<file path="src/rtl/pll_reset_sequencer_if.sv">
// Avalon-MM CSR port of the PLL reset sequencer.
interface pll_reset_sequencer_if;
  logic        avs_address;
  logic        avs_read;
  logic        avs_write;
  logic [31:0] avs_writedata;
  logic [31:0] avs_readdata;

  modport master (
    output avs_address, avs_read, avs_write, avs_writedata,
    input  avs_readdata
  );

  modport slave (
    input  avs_address, avs_read, avs_write, avs_writedata,
    output avs_readdata
  );
endinterface

</file>
<file path="src/rtl/pll_reset_sequencer.sv">
// PLL reset sequencer: pulses the PLL reset, waits for a lock verdict from the
// monitor, retries a bounded number of times, and releases the downstream
// reset only while lock is held.
//
// state       | meaning
// ------------+--------------------------------------------------------------
// HOLD        | software hold; PLL kept in reset until hold clears
// ASSERT_RST  | reset request high for RESET_PULSE_CYCLES
// BLANK       | request low, monitor flags ignored (stale results)
// WAIT_RESULT | waiting for success / failure / timeout
// LOCKED      | lock good, downstream reset released one cycle after entry
// FAILED      | retry budget exhausted; only a CSR restart leaves
module pll_reset_sequencer #(
  parameter int unsigned RESET_PULSE_CYCLES = 16,
  parameter int unsigned BLANK_CYCLES       = 4,
  parameter int unsigned TIMEOUT_CYCLES     = 4096,
  parameter int unsigned MAX_RETRIES        = 3
) (
  input  logic clk,
  input  logic reset_n,
  input  logic lock_success,
  input  logic lock_failure,
  output logic pll_reset_request,
  output logic downstream_reset_n,
  output logic seq_failed,
  pll_reset_sequencer_if.slave avs
);

  typedef enum logic [2:0] {
    S_HOLD        = 3'd0,
    S_ASSERT_RST  = 3'd1,
    S_BLANK       = 3'd2,
    S_WAIT_RESULT = 3'd3,
    S_LOCKED      = 3'd4,
    S_FAILED      = 3'd5
  } state_t;

  // One shared phase counter covers the pulse, blanking and timeout phases.
  localparam int unsigned MAX_A = (RESET_PULSE_CYCLES > BLANK_CYCLES) ? RESET_PULSE_CYCLES : BLANK_CYCLES;
  localparam int unsigned MAX_L = (MAX_A > TIMEOUT_CYCLES) ? MAX_A : TIMEOUT_CYCLES;
  localparam int unsigned CNT_W = $clog2(MAX_L + 1);

  localparam logic [CNT_W-1:0] PULSE_LAST   = CNT_W'(RESET_PULSE_CYCLES - 1);
  localparam logic [CNT_W-1:0] BLANK_LAST   = CNT_W'(BLANK_CYCLES - 1);
  localparam logic [CNT_W-1:0] TIMEOUT_LAST = CNT_W'(TIMEOUT_CYCLES - 1);
  localparam logic [3:0]       ATTEMPT_MAX  = 4'(MAX_RETRIES);

  state_t           state_q, state_d;
  logic [CNT_W-1:0] cnt_q, cnt_d;
  logic [3:0]       attempt_q, attempt_d;
  logic [7:0]       loss_q, loss_d;
  logic             hold_q, hold_d;
  logic             dsr_q, dsr_d;
  logic [31:0]      rdata_q, rdata_d;

  logic ctrl_wr;
  logic restart;
  logic clear_loss;
  logic loss_event;
  logic wdata_unused;

  assign ctrl_wr      = avs.avs_write & avs.avs_address;
  assign restart      = ctrl_wr & avs.avs_writedata[0];
  assign clear_loss   = ctrl_wr & avs.avs_writedata[2];
  assign wdata_unused = ^avs.avs_writedata[31:3];

  // Sequencer next-state: restart overrides any monitor event.
  always_comb begin
    state_d    = state_q;
    cnt_d      = cnt_q;
    attempt_d  = attempt_q;
    loss_event = 1'b0;
    case (state_q)
      S_HOLD: begin
        cnt_d = '0;
        if (!hold_q) state_d = S_ASSERT_RST;
      end
      S_ASSERT_RST: begin
        if (hold_q) begin
          state_d = S_HOLD;
          cnt_d   = '0;
        end else if (cnt_q == PULSE_LAST) begin
          state_d = S_BLANK;
          cnt_d   = '0;
        end else begin
          cnt_d = cnt_q + CNT_W'(1);
        end
      end
      S_BLANK: begin
        if (cnt_q == BLANK_LAST) begin
          state_d = S_WAIT_RESULT;
          cnt_d   = '0;
        end else begin
          cnt_d = cnt_q + CNT_W'(1);
        end
      end
      S_WAIT_RESULT: begin
        if (lock_success) begin
          state_d = S_LOCKED;
          cnt_d   = '0;
        end else if (lock_failure || (cnt_q == TIMEOUT_LAST)) begin
          cnt_d = '0;
          if (attempt_q == ATTEMPT_MAX) begin
            state_d = S_FAILED;
          end else begin
            state_d   = S_ASSERT_RST;
            attempt_d = attempt_q + 4'd1;
          end
        end else begin
          cnt_d = cnt_q + CNT_W'(1);
        end
      end
      S_LOCKED: begin
        cnt_d = '0;
        if (lock_failure) begin
          state_d    = S_ASSERT_RST;
          attempt_d  = '0;
          loss_event = 1'b1;
        end
      end
      S_FAILED: begin
        cnt_d = '0;
      end
      default: begin
        state_d = S_ASSERT_RST;
        cnt_d   = '0;
      end
    endcase

    if (restart) begin
      state_d    = S_ASSERT_RST;
      cnt_d      = '0;
      attempt_d  = '0;
      loss_event = 1'b0;
    end
  end

  // CSR side: hold bit, loss counter, registered read data, downstream reset.
  always_comb begin
    hold_d = hold_q;
    if (ctrl_wr) hold_d = avs.avs_writedata[1];

    loss_d = loss_q;
    if (clear_loss)                        loss_d = '0;
    else if (loss_event && loss_q != 8'hFF) loss_d = loss_q + 8'd1;

    rdata_d = rdata_q;
    if (avs.avs_read) begin
      if (avs.avs_address)
        rdata_d = {29'd0, 1'b0, hold_q, 1'b0};
      else
        rdata_d = {13'd0, hold_q, (state_q == S_FAILED), (state_q == S_LOCKED),
                   loss_q, attempt_q, 1'b0, state_q};
    end

    // Release only once LOCKED is already registered, and drop on the same
    // edge that leaves LOCKED.
    dsr_d = (state_q == S_LOCKED) && (state_d == S_LOCKED);
  end

  // State and CSR registers.
  always_ff @(posedge clk or negedge reset_n) begin
    if (!reset_n) begin
      state_q   <= S_ASSERT_RST;
      cnt_q     <= '0;
      attempt_q <= '0;
      loss_q    <= '0;
      hold_q    <= 1'b0;
      dsr_q     <= 1'b0;
      rdata_q   <= '0;
    end else begin
      state_q   <= state_d;
      cnt_q     <= cnt_d;
      attempt_q <= attempt_d;
      loss_q    <= loss_d;
      hold_q    <= hold_d;
      dsr_q     <= dsr_d;
      rdata_q   <= rdata_d;
    end
  end

  assign pll_reset_request  = (state_q == S_ASSERT_RST) || (state_q == S_HOLD);
  assign downstream_reset_n = dsr_q;
  assign seq_failed         = (state_q == S_FAILED);
  assign avs.avs_readdata   = rdata_q;

endmodule

</file>
<file path="src/flat_wrapper.sv">
// flat-port wrapper written by rule: the top's interface ports become plain ports
module pll_reset_sequencer_flat 
#(
  parameter int unsigned RESET_PULSE_CYCLES = 16,
  parameter int unsigned BLANK_CYCLES       = 4,
  parameter int unsigned TIMEOUT_CYCLES     = 4096,
  parameter int unsigned MAX_RETRIES        = 3
)
  (clk, reset_n, lock_success, lock_failure, pll_reset_request, downstream_reset_n, seq_failed, avs_avs_address, avs_avs_read, avs_avs_write, avs_avs_writedata, avs_avs_readdata);
  pll_reset_sequencer_if avs_i ();
  input  logic clk;
  input  logic reset_n;
  input  logic lock_success;
  input  logic lock_failure;
  output logic pll_reset_request;
  output logic downstream_reset_n;
  output logic seq_failed;
  input wire logic [$bits(avs_i.avs_address)-1:0] avs_avs_address;
  input wire logic [$bits(avs_i.avs_read)-1:0] avs_avs_read;
  input wire logic [$bits(avs_i.avs_write)-1:0] avs_avs_write;
  input wire logic [$bits(avs_i.avs_writedata)-1:0] avs_avs_writedata;
  output wire logic [$bits(avs_i.avs_readdata)-1:0] avs_avs_readdata;
  assign avs_i.avs_address = avs_avs_address;
  assign avs_i.avs_read = avs_avs_read;
  assign avs_i.avs_write = avs_avs_write;
  assign avs_i.avs_writedata = avs_avs_writedata;
  assign avs_avs_readdata = avs_i.avs_readdata;
  pll_reset_sequencer #(.RESET_PULSE_CYCLES(RESET_PULSE_CYCLES), .BLANK_CYCLES(BLANK_CYCLES), .TIMEOUT_CYCLES(TIMEOUT_CYCLES), .MAX_RETRIES(MAX_RETRIES)) u_core (.clk(clk), .reset_n(reset_n), .lock_success(lock_success), .lock_failure(lock_failure), .pll_reset_request(pll_reset_request), .downstream_reset_n(downstream_reset_n), .seq_failed(seq_failed), .avs(avs_i));
endmodule
</file>
<file path="config.mk">
export PLATFORM = sky130hd
export DESIGN_NAME = pll_reset_sequencer_flat
export DESIGN_NICKNAME = d
export VERILOG_FILES = /design/src/rtl/pll_reset_sequencer_if.sv /design/src/rtl/pll_reset_sequencer.sv /design/src/flat_wrapper.sv
export SDC_FILE = /design/constraint.sdc
export NUM_CORES = 1
export LEC_CHECK = 0
export ABC_AREA = 0
export BUFFER_PORTS_ARGS = -buffer_cell sky130_fd_sc_hd__buf_4
export CAP_MARGIN = 40
export CELL_PAD_IN_SITES_DETAIL_PLACEMENT = 0
export CELL_PAD_IN_SITES_GLOBAL_PLACEMENT = 2
export CORE_MARGIN = 1
export CORE_UTILIZATION = 31
export CTS_CLUSTER_DIAMETER = 40
export DETAILED_ROUTE_END_ITERATION = 12
export GPL_TIMING_DRIVEN = 0
export PLACE_DENSITY_LB_ADDON = 0.15
export SYNTH_ARGS = -nofsm -noshare
export SYNTH_HDL_FRONTEND = slang
export SYNTH_SLANG_ARGS = --single-unit
</file>
<file path="constraint.sdc">
create_clock -name clk -period 2.54 [get_ports clk]
set_input_delay 0.508 -clock clk [delete_from_list [all_inputs] [get_ports clk]]
set_output_delay 0.508 -clock clk [all_outputs]
set_load 0.02 [all_outputs]
</file>
# After elaboration in Yosys (flattened, before gate mapping)
# Index checks and enable logic that the tools add are counted.
[totals]
ff_bits = 62
inputBits = 39
out_inout_bits = 35
[classes]
addsub = 3
n_eq_ne = 15
muxes = 29
bitwise_logic = 3
n_reduce_logical = 8
[op_table]
columns = ["cell", "n"]
rows = [
  ["13-bit two-way mux", 6],
  ["13-bit one-hot mux with 3 select lines", 1],
  ["3-bit two-way mux", 9],
  ["4-bit two-way mux", 5],
  ["19-bit two-way mux", 1],
  ["3-bit one-hot mux with 6 select lines", 1],
  ["8-bit two-way mux", 2],
  ["13-bit by 1-bit adder with 13-bit output, second input constant", 1],
  ["13-bit by 12-bit == test with 1-bit output, second input constant", 1],
  ["13-bit by 2-bit == test with 1-bit output, second input constant", 1],
  ["13-bit by 4-bit == test with 1-bit output, second input constant", 1],
  ["3-bit == test, second input constant", 3],
  ["3-bit by 2-bit != test with 1-bit output, second input constant", 3],
  ["8-bit by 1-bit adder with 8-bit output, second input constant", 1],
  ["8-bit != test, second input constant", 1],
  ["4-bit one-hot mux with 2 select lines", 1],
  ["3-bit by 2-bit == test with 1-bit output, second input constant", 2],
  ["5-bit AND reduction", 1],
  ["4-bit by 1-bit adder with 4-bit output, second input constant", 1],
  ["4-bit by 2-bit == test with 1-bit output, second input constant", 1],
  ["1-bit bitwise AND", 3],
  ["3-bit by 1-bit == test with 1-bit output, second input constant", 1],
  ["3-bit logical NOT", 1],
  ["1-bit two-way mux", 3],
  ["other kinds (5)", 7],
]

# Logic depth before layout (Yosys ltp)
[depth]
depth_word = 8
depth_mapped = 7
ltp_nobuf = 5

# Least setup slack after synthesis
# OpenSTA, ideal clock, no wires.
[synth_path]
path_type = "reg-to-reg"
start = "register u_core.cnt_q[0]"
end = "register u_core.cnt_q[10]"
setup_time_ns = 0.073
t_arrival_ns = 1.891
t_required_ns = 2.467
path_slack_ns = 0.576
stages_incl_launch_ff = 8
n_path_buf = 2
cell_sequence = "dfrtp_1 > ha_1 > and3_1 > buf_6 > a41o_4 > or4_4 > buf_6 > a21oi_2"
[synth_via]
elab_chain_len = 6
elab_cells_between_ends = 12
cone_classes = "add/sub (1); eq/ne (3); mux (7); reduce/logical (1)"
[synth_lines]
columns = ["item", "line_no", "source"]
rows = [
  ["start: declaration", "pll_reset_sequencer.sv:49", "logic [CNT_W-1:0] cnt_q, cnt_d;"],
  ["start signal: assignment", "pll_reset_sequencer.sv:173", "cnt_q <= cnt_d;"],
  ["branches (longest 4 deep; another with 13-bit by 1-bit adder with 13-bit output)", "n/a", ""],
  ["13-bit one-hot mux with 3 select lines (*)", "pll_reset_sequencer.sv:73", "case (state_q)"],
  ["13-bit two-way mux (*)", "pll_reset_sequencer.sv:130", "if (restart) begin"],
  ["net u_core.cnt_d[10]", "pll_reset_sequencer.sv:49", ""],
]
# Mark *: on every way through the listed nets, which the timed path passes.
# A chain may end at the register's enable or synchronous reset.

# Worst setup path after layout
[layout_path]
start = "register u_core.cnt_q[0]"
end = "register u_core.cnt_q[7]"
# The elaborated chain is that of the path after synthesis.

==> results.json <==
{
  "synth-seq-area-share_pct": 44.9,
  "finalCriticalPeriod_ns": 2.13,
  "antenna_found_initial": 0,
  "critPathCaptureType": "flop",
  "maxCapViolCount": 0,
  "async_flop_share_pct": 100,
  "grt_pass1_wl_um": 10400,
  "synth.area.top_cells": "dfrtp_1, o21ai_0, nand3b_1",
  "drc": 0,
  "tightest_slew_ns": 0.637,
  "place_inst": 426,
  "drt-vias-per-instance": 4.84,
  "layout_common_cells": "dfrtp_1, buf_4, o21ai_0",
  "p_int_mw": 1.17,
  "synth_warnings": 0,
  "critPathKind": "flop to flop",
  "syn_area_um2": 2680,
  "clock-sinks": 48,
  "postRouteAntennaNets": 0,
  "yosysTopAreaCell": "dfrtp_1",
  "cp_max_fo": 10,
  "min_path_type": "input port to async pin",
  "clockBufferDepth": 2,
  "place_congestion": 0.719,
  "slew_headroom_pct": 57.5,
  "hold_viol": 0,
  "yosys_register_bits": 48,
  "root_buffer": "clkbuf_8",
  "cts_tree": "built",
  "stdcell_count": 434,
  "p_comb_share_pct": 14.6,
  "final-seq-area_um2": 1200,
  "wl_per_cell_um": 14.3,
  "synth-edff-count": 0,
  "fillers": 854,
  "clockPowerShare_pct": 35.1,
  "slew_viol_final": 0,
  "cts_made_buffers": 5,
  "io_buffers": 29,
  "antennaDiodeCount": 0,
  "multi_input_area_um2": 1250,
  "synth_ff_type": "dfrtp_1",
  "p_leak_nw": 1.40,
  "critPathLaunchType": "flop",
  "rsz0062_at_grt": "no",
  "drtIter0Drc": 99,
  "core_um2": 8300,
  "grt_util_all_layers_pct": 15.0,
  "vdd_drop_max_mv": 0.192,
  "drive_gt1_share_pct": 24.0,
  "totalWireLength_um": 6210,
  "fin_crit_sh_pct": 83.9,
  "switching_share_pct": 27.1,
  "cts.repair.resized": 0,
  "boundaryPins": 74,
  "setup_violations": 0,
  "status": "complete, no violations",
  "synthCells": 279,
  "p_switching_mw": 0.434,
  "synth.avg_cell_area_um2": 9.60,
  "seq_power_share_pct": 50.3,
  "rows": 33,
  "required_ns": 2.78,
  "syn_to_final_growth_pct": 19.0,
  "grt_pass1_vias": 2001,
  "cp.arrival_ns": 2.37,
  "die_w_um": 95.0,
  "num_vias": 2100,
  "layout.nets": 370,
  "dieArea_um2": 9020,
  "htree_levels": 2,
  "synth_top_area_share_pct": 43.9,
  "clock_skew_ns": 0.00774,
  "p_per_area_nw_per_um2": 503,
  "clk_latency_ns": 0.30,
  "detailed_place_hpwl_um": 4370,
  "fmax_mhz": 469,
  "final_common_cell": "dfrtp_1",
  "tns_ns": 0,
  "start_util_pct": 32.3,
  "ctsHoldBuffers": 0,
  "cts_setup_buffers": 0,
  "clkSlewWorstSetupHoldPaths_ns": 0.09,
  "total_power_mw": 1.60,
  "fp.dieH_um": 95.0,
  "grt_start_max_net_pins": 49,
  "grt_overflow": 0,
  "ys_types": 54,
  "first_pass_iters": 4
}
[power by group through the flow]
stage               logic, mW  registers [mW]  clock network [mW]
floorplan               0.151           0.826                   0
global placement        0.236           0.823                   0
detailed placement      0.239           0.822                   0
CTS                     0.240           0.808               0.585
global route            0.262           0.811               0.620
finish                  0.234           0.807               0.563
[cell families (layout without fill, tap and decap cells)]
logic type      after synthesis  after routing  share of synthesized area (%)
other cells                   1             14                          0.140
xor+xnor                     13             13                           4.25
fa+ha+maj                     3              3                           1.40
mux                           4              4                           1.59
flops                        48             48                           44.9
buf+inv                      52             89                           10.2
compound gates               65             65                           16.5
simple gates                 93             93                           21.0
[synth_stat cells, types with 4 or more instances]
cell type	instances
clkbuf_1	10
nand4_1	7
a21oi_1	10
xnor2_1	4
nor3_1	4
o21ai_0	25
or3_1	4
and3_1	6
nand3b_1	15
nor2b_1	5
nand3_1	14
xor2_1	9
dfrtp_1	47
nand2_1	8
a21oi_2	9
inv_1	21
nor2_1	12
buf_4	14
[worst max-delay path: stages, from the launching register on]
cell and delay, ns:
dfrtp_1 0.41, ha_1 0.27, and3_1 0.21, buf_6 0.13, a41o_4 0.28, or4_4 0.46, buf_6 0.18, a21oi_2 0.12
[layout make-up]
class,count,share of cell area [%]
multi-input cells,192,39.2
well taps,105,4.12
repair buffers,29,6.83
clock buffers,5,2.16
inverters,21,2.47
clock inverters,3,1.33
flip-flops and latches,48,37.7
plain buffers,31,6.12
[per-stage QoR]
stage	cell area (um2)	setup slack (ns)	utilization (%)	hold WS [ns]
CTS	3190	0.396	38.4	0.248
global placement	3080	0.374	37.1	0.473
finish	3190	0.408	38.4	0.209
detailed placement	3080	0.370	37.1	0.473
floorplan	2730	0.576	-	0.212
global route	3190	0.292	38.4	0.261
[registers in the layout (all words and copies together) (netlist names)]
signal / cells
u_core.loss_q: 8
u_core.hold_q: 1
u_core.state_q: 3
u_core.avs.avs_readdata: 18
u_core.cnt_q: 13
u_core.downstream_reset_n: 1
u_core.attempt_q: 4
[worst paths after layout]
kind / startpoint / end / slack, ns / cells after the start
max in group asynchronous: reset_n / u_core.avs.avs_readdata[17] / 1.89 / 1
hold reg to reg: u_core.cnt_q[0] / u_core.cnt_q[0] / 0.48 / 1
setup reg to reg: u_core.cnt_q[0] / u_core.cnt_q[7] / 0.41 / 7
setup / recovery: u_core.cnt_q[0] / u_core.cnt_q[7] / 0.41 / 7
hold / removal: reset_n / u_core.cnt_q[5] / 0.21 / 1
min in group clk: avs_avs_writedata[1] / u_core.hold_q / 0.44 / 2
[metal layers]
| metal | routed length, um | GRT usage, % | share of wire, % |
|---|---|---|---|
| met1 | 3320 | 22.9 | 53 |
| met5 | 0 | 0 | 0 |
| met3 | 267 | 3.22 | 4.3 |
| met2 | 2570 | 21.2 | 41 |
| met4 | 56 | 3.79 | 0.90 |
Note: power is estimated with default switching activity, not from simulation.
